<file path="config.mk">
export PLATFORM = sky130hd
export DESIGN_NAME = calc_port_arbiter_flat
export DESIGN_NICKNAME = d
export VERILOG_FILES = /design/src/rtl/calc_port_arbiter_if.sv /design/src/rtl/calc_port_arbiter.sv /design/src/flat_wrapper.sv
export SDC_FILE = /design/constraint.sdc
export NUM_CORES = 1
export LEC_CHECK = 0
export CAP_MARGIN = 10
export CORE_ASPECT_RATIO = 1.2
export CORE_MARGIN = 8
export CORE_UTILIZATION = 45
export CTS_CLUSTER_DIAMETER = 50
export DETAILED_ROUTE_END_ITERATION = 10
export GPL_TIMING_DRIVEN = 0
export PLACE_DENSITY = 0.81
export SYNTH_ARGS = -nofsm -noshare
export SYNTH_HDL_FRONTEND = slang
export SYNTH_SLANG_ARGS = --single-unit
</file>
<file path="constraint.sdc">
create_clock -name c_clk -period 15.7 [get_ports c_clk]
set_input_delay 1.57 -clock c_clk [delete_from_list [all_inputs] [get_ports c_clk]]
set_output_delay 1.57 -clock c_clk [all_outputs]
set_load 0.005 [all_outputs]
</file>
<file path="src/rtl/calc_port_arbiter_if.sv">
// Port/ALU bundle for calc_port_arbiter: four requester ports plus the shared ALU handshake.
interface calc_port_arbiter_if #(
  parameter int NPORTS = 4,
  parameter int DW     = 32
);
  logic [4*NPORTS-1:0]  req_cmd_in;
  logic [DW*NPORTS-1:0] req_data_in;
  logic [2*NPORTS-1:0]  out_resp;
  logic [DW*NPORTS-1:0] out_data;
  logic [NPORTS-1:0]    port_busy;
  logic                 alu_start;
  logic [3:0]           alu_op;
  logic [DW-1:0]        alu_a;
  logic [DW-1:0]        alu_b;
  logic                 alu_done;
  logic [DW-1:0]        alu_result;
  logic                 alu_err;

  modport slave (
    input  req_cmd_in, req_data_in, alu_done, alu_result, alu_err,
    output out_resp, out_data, port_busy, alu_start, alu_op, alu_a, alu_b
  );

  modport master (
    output req_cmd_in, req_data_in, alu_done, alu_result, alu_err,
    input  out_resp, out_data, port_busy, alu_start, alu_op, alu_a, alu_b
  );
endinterface

</file>
<file path="src/rtl/calc_port_arbiter.sv">
// Round-robin scheduler of four calculator ports onto one shared ALU, one operation in flight.
// Optional ALU watchdog enabled by defining CALC_ARB_TIMEOUT_EN.
module calc_port_arbiter #(
  parameter int NPORTS         = 4,
  parameter int DW             = 32,
  parameter int TIMEOUT_CYCLES = 64
) (
  input logic                c_clk,
  input logic                reset,
  calc_port_arbiter_if.slave bus
);
  localparam int PW = $clog2(NPORTS);

  typedef enum logic [1:0] {IDLE, ISSUE, WAIT, RESP} state_t;

  state_t               state_q, state_d;
  logic [PW-1:0]        ptr_q, ptr_d, gnt_q, gnt_d;
  logic [NPORTS-1:0]    cap_q, cap_d, busy_q, busy_d;
  logic [3:0]           cmd_q [NPORTS];
  logic [3:0]           cmd_d [NPORTS];
  logic [DW-1:0]        opa_q [NPORTS];
  logic [DW-1:0]        opa_d [NPORTS];
  logic [DW-1:0]        opb_q [NPORTS];
  logic [DW-1:0]        opb_d [NPORTS];
  logic [2*NPORTS-1:0]  resp_q, resp_d;
  logic [DW*NPORTS-1:0] rdata_q, rdata_d;
  logic                 start_q, start_d;
  logic [3:0]           op_q, op_d;
  logic [DW-1:0]        a_q, a_d, b_q, b_d;
  logic [PW-1:0]        pick_s;
  logic                 found_s;
  logic                 tmo_hit_s;

  function automatic logic cmd_valid(input logic [3:0] c);
    case (c)
      4'd1, 4'd2, 4'd5, 4'd6: cmd_valid = 1'b1;
      default:                cmd_valid = 1'b0;
    endcase
  endfunction

`ifdef CALC_ARB_TIMEOUT_EN
  localparam int TW = $clog2(TIMEOUT_CYCLES + 1);
  logic [TW-1:0] tmo_q, tmo_d;

  always_comb begin
    if (state_q == WAIT) begin
      tmo_d = tmo_q + TW'(1);
    end else begin
      tmo_d = '0;
    end
    tmo_hit_s = (state_q == WAIT) && (tmo_q == TW'(TIMEOUT_CYCLES - 1));
  end

  always_ff @(posedge c_clk or posedge reset) begin
    if (reset) begin
      tmo_q <= '0;
    end else begin
      tmo_q <= tmo_d;
    end
  end
`else
  logic unused_tmo_s;
  assign unused_tmo_s = (TIMEOUT_CYCLES > 0);
  assign tmo_hit_s    = 1'b0;
`endif

  // First pending port at or after the round-robin pointer (wraps mod NPORTS).
  always_comb begin
    found_s = 1'b0;
    pick_s  = ptr_q;
    for (int k = 0; k < NPORTS; k++) begin
      if (!found_s && busy_q[ptr_q + PW'(k)]) begin
        found_s = 1'b1;
        pick_s  = ptr_q + PW'(k);
      end else begin
        found_s = found_s;
      end
    end
  end

  always_comb begin
    state_d = state_q;
    ptr_d   = ptr_q;
    gnt_d   = gnt_q;
    cap_d   = cap_q;
    busy_d  = busy_q;
    cmd_d   = cmd_q;
    opa_d   = opa_q;
    opb_d   = opb_q;
    resp_d  = '0;
    rdata_d = '0;
    start_d = 1'b0;
    op_d    = op_q;
    a_d     = a_q;
    b_d     = b_q;

    // Busy drops at the response edge, so a command driven during RESP is taken.
    for (int n = 0; n < NPORTS; n++) begin
      if ((state_q == RESP) && (gnt_q == PW'(n))) begin
        busy_d[n] = 1'b0;
      end else begin
        busy_d[n] = busy_q[n];
      end
      if (cap_q[n]) begin
        opb_d[n]  = bus.req_data_in[DW*n +: DW];
        cap_d[n]  = 1'b0;
        busy_d[n] = 1'b1;
      end else if (!busy_d[n] && (bus.req_cmd_in[4*n +: 4] != 4'd0)) begin
        cmd_d[n] = bus.req_cmd_in[4*n +: 4];
        opa_d[n] = bus.req_data_in[DW*n +: DW];
        cap_d[n] = 1'b1;
      end else begin
        cap_d[n] = cap_q[n];
      end
    end

    case (state_q)
      IDLE: begin
        if (found_s) begin
          gnt_d = pick_s;
          ptr_d = pick_s + PW'(1);
          if (cmd_valid(cmd_q[pick_s])) begin
            start_d = 1'b1;
            op_d    = cmd_q[pick_s];
            a_d     = opa_q[pick_s];
            b_d     = opb_q[pick_s];
            state_d = ISSUE;
          end else begin
            resp_d[{pick_s, 1'b0} +: 2] = 2'd2;
            state_d                     = RESP;
          end
        end else begin
          state_d = IDLE;
        end
      end
      ISSUE: state_d = WAIT;
      WAIT: begin
        if (bus.alu_done) begin
          state_d = RESP;
          if (bus.alu_err) begin
            resp_d[{gnt_q, 1'b0} +: 2] = 2'd2;
          end else begin
            resp_d[{gnt_q, 1'b0} +: 2]        = 2'd1;
            rdata_d[int'(gnt_q)*DW +: DW]     = bus.alu_result;
          end
        end else if (tmo_hit_s) begin
          state_d                    = RESP;
          resp_d[{gnt_q, 1'b0} +: 2] = 2'd3;
        end else begin
          state_d = WAIT;
        end
      end
      RESP:    state_d = IDLE;
      default: state_d = IDLE;
    endcase
  end

  always_ff @(posedge c_clk or posedge reset) begin
    if (reset) begin
      state_q <= IDLE;
      ptr_q   <= '0;
      gnt_q   <= '0;
      cap_q   <= '0;
      busy_q  <= '0;
      cmd_q   <= '{default: 4'd0};
      opa_q   <= '{default: '0};
      opb_q   <= '{default: '0};
      resp_q  <= '0;
      rdata_q <= '0;
      start_q <= 1'b0;
      op_q    <= 4'd0;
      a_q     <= '0;
      b_q     <= '0;
    end else begin
      state_q <= state_d;
      ptr_q   <= ptr_d;
      gnt_q   <= gnt_d;
      cap_q   <= cap_d;
      busy_q  <= busy_d;
      cmd_q   <= cmd_d;
      opa_q   <= opa_d;
      opb_q   <= opb_d;
      resp_q  <= resp_d;
      rdata_q <= rdata_d;
      start_q <= start_d;
      op_q    <= op_d;
      a_q     <= a_d;
      b_q     <= b_d;
    end
  end

  assign bus.out_resp  = resp_q;
  assign bus.out_data  = rdata_q;
  assign bus.port_busy = busy_q;
  assign bus.alu_start = start_q;
  assign bus.alu_op    = op_q;
  assign bus.alu_a     = a_q;
  assign bus.alu_b     = b_q;
endmodule

</file>
<file path="src/flat_wrapper.sv">
// flat-port wrapper written by rule: the top's interface ports become plain ports
module calc_port_arbiter_flat 
#(
  parameter int NPORTS         = 4,
  parameter int DW             = 32,
  parameter int TIMEOUT_CYCLES = 64
)
  (c_clk, reset, bus_req_cmd_in, bus_req_data_in, bus_alu_done, bus_alu_result, bus_alu_err, bus_out_resp, bus_out_data, bus_port_busy, bus_alu_start, bus_alu_op, bus_alu_a, bus_alu_b);
  calc_port_arbiter_if #(.NPORTS(NPORTS), .DW(DW)) bus_i ();
  input logic c_clk;
  input logic reset;
  input wire logic [$bits(bus_i.req_cmd_in)-1:0] bus_req_cmd_in;
  input wire logic [$bits(bus_i.req_data_in)-1:0] bus_req_data_in;
  input wire logic [$bits(bus_i.alu_done)-1:0] bus_alu_done;
  input wire logic [$bits(bus_i.alu_result)-1:0] bus_alu_result;
  input wire logic [$bits(bus_i.alu_err)-1:0] bus_alu_err;
  output wire logic [$bits(bus_i.out_resp)-1:0] bus_out_resp;
  output wire logic [$bits(bus_i.out_data)-1:0] bus_out_data;
  output wire logic [$bits(bus_i.port_busy)-1:0] bus_port_busy;
  output wire logic [$bits(bus_i.alu_start)-1:0] bus_alu_start;
  output wire logic [$bits(bus_i.alu_op)-1:0] bus_alu_op;
  output wire logic [$bits(bus_i.alu_a)-1:0] bus_alu_a;
  output wire logic [$bits(bus_i.alu_b)-1:0] bus_alu_b;
  assign bus_i.req_cmd_in = bus_req_cmd_in;
  assign bus_i.req_data_in = bus_req_data_in;
  assign bus_i.alu_done = bus_alu_done;
  assign bus_i.alu_result = bus_alu_result;
  assign bus_i.alu_err = bus_alu_err;
  assign bus_out_resp = bus_i.out_resp;
  assign bus_out_data = bus_i.out_data;
  assign bus_port_busy = bus_i.port_busy;
  assign bus_alu_start = bus_i.alu_start;
  assign bus_alu_op = bus_i.alu_op;
  assign bus_alu_a = bus_i.alu_a;
  assign bus_alu_b = bus_i.alu_b;
  calc_port_arbiter #(.NPORTS(NPORTS), .DW(DW), .TIMEOUT_CYCLES(TIMEOUT_CYCLES)) u_core (.c_clk(c_clk), .reset(reset), .bus(bus_i));
endmodule
</file>
==> flow_summary.yaml, run 1 <==
run_status:
  outcome: "finished clean"
min_path:
  hold_class: "register to register"
  whs_path_depth: 1
  whs_endpoint: "u_core.bus.alu_a[23]"
  holdCritStartpoint: "u_core.bus.alu_a[23]"
critical_path:
  arrival_ps: 4160
  worstSetupStartpointType: "input port"
  slowest_stage: "nor2_1"
  r2r_end: "u_core.bus.alu_a[10]"
  path_cells: "clkdlybuf4s50_1 > nor4_1 > nor2_1 > buf_6 > clkbuf_1 > mux2_2"
  cp-end-kind: "register"
  path_class: "input port to register"
  crit_family: "buffers and inverters"
  crit_required_ps: 16180
  path_buf_inv: 3
  reg2reg_slack_ps: 12220
  r2r_start: "u_core.bus.port_busy[3]"
  cp_max_fo: 10
  cp_slowest_stage_delay_ps: 730
  ff2ff_path_depth: 11
global_route:
  first_global_vias: 15455
  track_usage_pct: 23.7
  grt_pass1_wl_um: 92800
  grt_antenna_before_repair: 18
  grt_max_degree: 137
  overflow: 0
floorplan:
  initial_core_util_pct: 45.4
  die-area_sq_mm: 0.0511
  dieWidth_um: 208
  io_pins: 389
  die_h_um: 246
  fp-row-count: 84
  core-area_sq_mm: 0.0437
final_layout:
  final_cells: 2620
  syn_to_final_growth_pct: 32.2
  drive_gt1_share_pct: 18.3
  fin_area_sq_mm: 0.0262
  final_util_pct: 60.0
  layout.nets: 2207
route:
  wl_per_cell_um: 23.3
  drc: 0
  ant_nets: 0
  vias_per_cell: 5.42
  first_iter_violations: 796
  firstDrtPassIters: 5
  wirelength_um: 61000
  num_vias: 14196
place:
  hpwl_um: 45300
  post-place-ws_ps: 11420
  globalplace.congestion: 0.891
  placedCellCount: 2521
  place_area_sq_mm: 0.0246
  portBuffers: 388
sta:
  rsz0062_at_grt: "no"
  tightest_slew_ps: 1220
  period_needed_ps: 3680
  finalHoldViolCount: 0
  max_slew_margin_pct: 18.1
  slew_violations: 0
  tns_ps: 0
  period_share_pct: 23.4
  skew_ps: 22.1
  setup_viol: 0
  fmax_mhz: 272
  setup_ws_ps: 12020
yosys:
  synth_cells: 1567
  syn-cell-area_sq_mm: 0.0198
  async_flop_share_pct: 100
  syn_nets: 1761
  synth_seq_area_share_pct: 61.9
  synth_cell_types: 48
  dominantRegCellSynth: "dfrtp_1"
  synth-seq-cells: 491
  yosysTopAreaCell: "dfrtp_1"
  avgSynthCellArea_sq_um: 12.7
  synth_edf_count: 0
  synth_area_leaders: "dfrtp_1 62%, mux2_2 15%, nand2_1 5.2%"
  yosysMostFrequentCell: "dfrtp_1"
  synth_commonest_cells: "491 x dfrtp_1, 274 x nand2_1, 273 x mux2_2, 128 x and2_1, 78 x clkbuf_1"
  yosys_warnings: 0
  yosysTopAreaCellShare_pct: 61.9
clock_network:
  cts.reportedPaths.clkPinSlew_ps: 60
  cts_tree: "yes"
  postCtsResizedCells: 0
  cts_made_buffers: 49
  cts.path.max_buffers: 3
  clkSinkCount: 491
  root_buffer: "clkbuf_16"
  cts_hold_buf: 0
  clock_latency_ps: 600
  htree_levels: 2
  postCtsSetupRepairBufs: 0
power:
  worst_ir_drop_vdd_mv: 0.149
  leakage_uw: 0.0115
  p_per_area_mw_per_mm2: 211
flow_run:
  drv_cap: 0
[worst max-delay path by stage]
| stage | from | end | slack [ps] | cells after the start |
|---|---|---|---|---|
| 2_1_floorplan | reset | u_core.bus.alu_a[0] | 430 | 1 |
| 4_1_cts | bus_req_cmd_in[6] | u_core.opa_q[79] | 12050 | 6 |
| 3_5_place_dp | bus_req_cmd_in[6] | u_core.opa_q[87] | 11420 | 6 |
| 5_1_grt | bus_alu_done | u_core.bus.out_data[121] | 11970 | 7 |
| 3_3_place_gp | reset | u_core.opa_q[21] | -4170 | 2 |
| 6_report | bus_req_cmd_in[6] | u_core.opa_q[79] | 12020 | 6 |
[cell families (layout without fill, tap and decap cells)]
group,count (synthesis),in the layout,synth area share (%)
adder cells (fa/ha/maj),14,14,0.883
buffers and inverters,115,600,2.33
multiplexers,334,334,18.9
flip-flops,491,491,61.9
other,0,9,0
AO/OA/AOI/OAI,109,109,3.48
AND/OR/NAND/NOR,504,504,12.4
[metrics by stage]
stage	total power, uW	hold WS, ps
5_1_grt	5840	503
4_1_cts	5560	488
3_3_place_gp	4260	468
2_1_floorplan	3420	473
3_5_place_dp	4350	474
6_report	5530	485
[area by class of cell]
type,count,area (sq um)
tap,559,699
sequential,491,12300
clock buffer,67,1390
buffer,92,375
multi-input combinational,961,7090
inverter,23,93.8
antenna,9,22.5
timing repair buffer,395,4020
clock inverter,23,235
fill,3385,17500
[per-layer routing]
metal | wire length (um) | global-route usage [%] | up-vias | share of wire, %
met5 | 118 | 0 | - | 0.19
met1 | 22800 | 26.6 | 7154 | 37
met2 | 30000 | 40.0 | 629 | 49
li1 | - | - | 6246 | -
met3 | 5120 | 7.68 | 149 | 8.4
met4 | 2950 | 12.7 | 18 | 4.8
[where the power goes]
part           leakage (uW)  internal (uW)  switching, uW  total (uW)
Combinational       0.00466           1080           1260        2340
Sequential          0.00607           1750            260        2010
Clock              0.000799            665            512        1180
[flip-flops by register name, indices dropped and copies added, names as in the netlist]
signal                count
u_core.bus.out_data     128
u_core.opa_q            128
u_core.opb_q            128
u_core.bus.alu_a         32
u_core.bus.alu_b         32
u_core.cmd_q             16
u_core.bus.out_resp       8
u_core.bus.alu_op         4
u_core.bus.port_busy      4
u_core.cap_q              4
u_core.gnt_q              2
u_core.ptr_q              2
u_core.state_q            2
u_core.bus.alu_start      1
[layout by cell type, fill, tap and decap left out, drive strengths merged, types with 2 or more instances in the layout]
cell           synthesis  layout
clkdlybuf4s50          0     388
and2                 128     128
nand3                  2       2
nor2b                  4       4
buf                   14      21
or2                    2       2
nand2                274     274
nor2                   9       9
ha                    14      14
a21o                   2       2
a31oi                 65      65
a22o                   2       2
diode                  0       9
a21oi                  9       9
a211o                  2       2
nor4                   5       5
dfrtp                491     491
and3                  65      65
a211oi                 2       2
mux2                 331     331
o21ai                 14      14
inv                   23      31
mux2i                  3       3
nand4                  4       4
clkbuf                78     145
bufinv                 0       2
nand2b                 2       2
nor3                   2       2
o211ai                 3       3
clkinvlp               0       3
clkinv                 0      10
o31ai                  5       5
No activity file was read; power rests on OpenSTA's default activity.
==> run 2, diff against run 1 <==
--- a/config.mk
+++ b/config.mk
@@ -12,7 +12,7 @@
 export CTS_CLUSTER_DIAMETER = 50
 export DETAILED_ROUTE_END_ITERATION = 10
 export GPL_TIMING_DRIVEN = 0
-export PLACE_DENSITY = 0.81
+export PLACE_DENSITY = 0.78
 export SYNTH_ARGS = -nofsm -noshare
 export SYNTH_HDL_FRONTEND = slang
 export SYNTH_SLANG_ARGS = --single-unit
==> constraint.sdc (replaced) <==
create_clock -name c_clk -period 3.6 [get_ports c_clk]
set_input_delay 0.36 -clock c_clk [delete_from_list [all_inputs] [get_ports c_clk]]
set_output_delay 0.36 -clock c_clk [all_outputs]
set_load 0.005 [all_outputs]
==> flow_summary.yaml, run 2 (synthesis gave the netlist of run 1 again) <==
run_status:
  outcome: "finished clean"
final_layout:
  final_cells: 2624
  drive_gt1_share_pct: 18.3
  syn_to_final_growth_pct: 32.7
  fin_area_sq_mm: 0.0263
  multiInputGateArea_sq_mm: 0.00709
  mostFrequentLayoutCell: "dfrtp_1"
  layout.nets: 2214
  regArea_sq_mm: 0.0123
  fillCellCount: 3373
  final_cell_mix: "491 x dfrtp_1, 388 x clkdlybuf4s50_1, 274 x nand2_1"
critical_path:
  path_class: "register to register"
  slowest_stage: "dfrtp_1"
  crit_required_ps: 4070
  cp-end-kind: "register"
  cp_max_fo: 10
  arrival_ps: 3940
  path_cells: "nor2b_1 > o21ai_1 > nand3_2 > inv_2 > o211ai_1 > a211o_1 > a21oi_2 > buf_4 > buf_6 > mux2_1"
  worstSetupStartpointType: "register"
  cp_slowest_stage_delay_ps: 470
clock_network:
  cts.reportedPaths.clkPinSlew_ps: 60
  cts_made_buffers: 49
  postCtsResizedCells: 0
  cts.path.max_buffers: 3
  postCtsSetupRepairBufs: 0
  cts_hold_buf: 0
  clock_latency_ps: 600
  root_buffer: "clkbuf_16"
  clkSinkCount: 491
  cts_tree: "yes"
  htree_levels: 2
route:
  drc: 0
  firstDrtPassIters: 5
  vias_per_cell: 5.38
  wl_per_cell_um: 23.2
  num_vias: 14109
  wirelength_um: 60900
  first_iter_violations: 864
  ant_nets: 0
min_path:
  hold_class: "input port to async pin"
floorplan:
  initial_core_util_pct: 45.4
  die-area_sq_mm: 0.0511
  dieWidth_um: 208
  die_h_um: 246
  core-area_sq_mm: 0.0437
  fp-row-count: 84
  io_pins: 389
sta:
  setup_viol: 0
  finalHoldViolCount: 0
  rsz0062_at_grt: "no"
  max_slew_margin_pct: 23.0
  setup_ws_ps: 126
  skew_ps: 14.8
  tns_ps: 0
  fmax_mhz: 288
  slew_violations: 0
  tightest_slew_ps: 1150
  period_needed_ps: 3470
  period_share_pct: 96.5
power:
  p_per_area_mw_per_mm2: 914
  leakage_uw: 0.0116
  worst_ir_drop_vdd_mv: 0.647
place:
  post-place-ws_ps: 251
  portBuffers: 388
  globalplace.congestion: 0.914
  place_area_sq_mm: 0.0247
  hpwl_um: 45600
  placedCellCount: 2528
global_route:
  grt_max_degree: 47
  track_usage_pct: 23.5
  grt_antenna_before_repair: 21
  overflow: 0
  first_global_vias: 15399
  grt_pass1_wl_um: 92200
flow_run:
  drv_cap: 0
==> run 2: report_power, final <==
| group | leakage (uW) | internal, uW | switching, uW |
|---|---|---|---|
| clock | 0.000790 | 2880 | 2170 |
| sequential | 0.00607 | 7630 | 1150 |
| combinational | 0.00471 | 4710 | 5500 |
| total | 0.0116 | 15200 | 8820 |
==> run 2: cell type report <==
cell class / count / area share [%]
antenna: 8 / 0.0761
buffer: 92 / 1.43
clock buffer: 76 / 5.70
clock inverter: 12 / 0.414
inverter: 23 / 0.342
multi-input combinational: 961 / 26.9
sequential: 491 / 46.7
tap: 559 / 2.66
timing repair buffer: 402 / 15.8
==> run 2: path summary, 6_finish.rpt <==
path / startpoint / end / slack (ps) / depth (start not counted)
max in group asynchronous: reset / u_core.bus.alu_b[22] / 2000 / 6
worst max-delay path: u_core.bus.port_busy[2] / u_core.bus.alu_a[24] / 130 / 10
worst max register to register: u_core.bus.port_busy[2] / u_core.bus.alu_a[24] / 130 / 10
worst min-delay path: reset / u_core.bus.alu_a[5] / 180 / 2
worst min register to register: u_core.bus.alu_a[2] / u_core.bus.alu_a[2] / 480 / 1
min in group c_clk: bus_req_cmd_in[1] / u_core.cmd_q[13] / 360 / 3
==> run 2: metrics by stage <==
| stage | util [%] | hold slack, ps | total power [uW] |
|---|---|---|---|
| after CTS | 60.2 | 170 | 24100 |
| after detailed placement | 56.5 | 475 | 18900 |
| after global routing | 60.2 | 205 | 25300 |
| after global placement | 55.9 | 467 | 18500 |
| final | 60.2 | 182 | 24000 |
| after floorplan | - | 473 | 14900 |
==> run 2: worst max-delay path: cells and delay by family, from the launching register on <==
family          cells  cell delay (ps)
flops               1              470
mux                 1              360
simple gates        2              530
buf+inv             3              770
compound gates      4             1200
==> run 2: metal layers <==
metal	wire length, um	vias up	track usage (%)
li1	-	6231	-
met1	22900	7061	26.3
met2	29400	622	39.7
met3	5650	171	8.82
met4	2830	24	10.7
met5	149	-	0
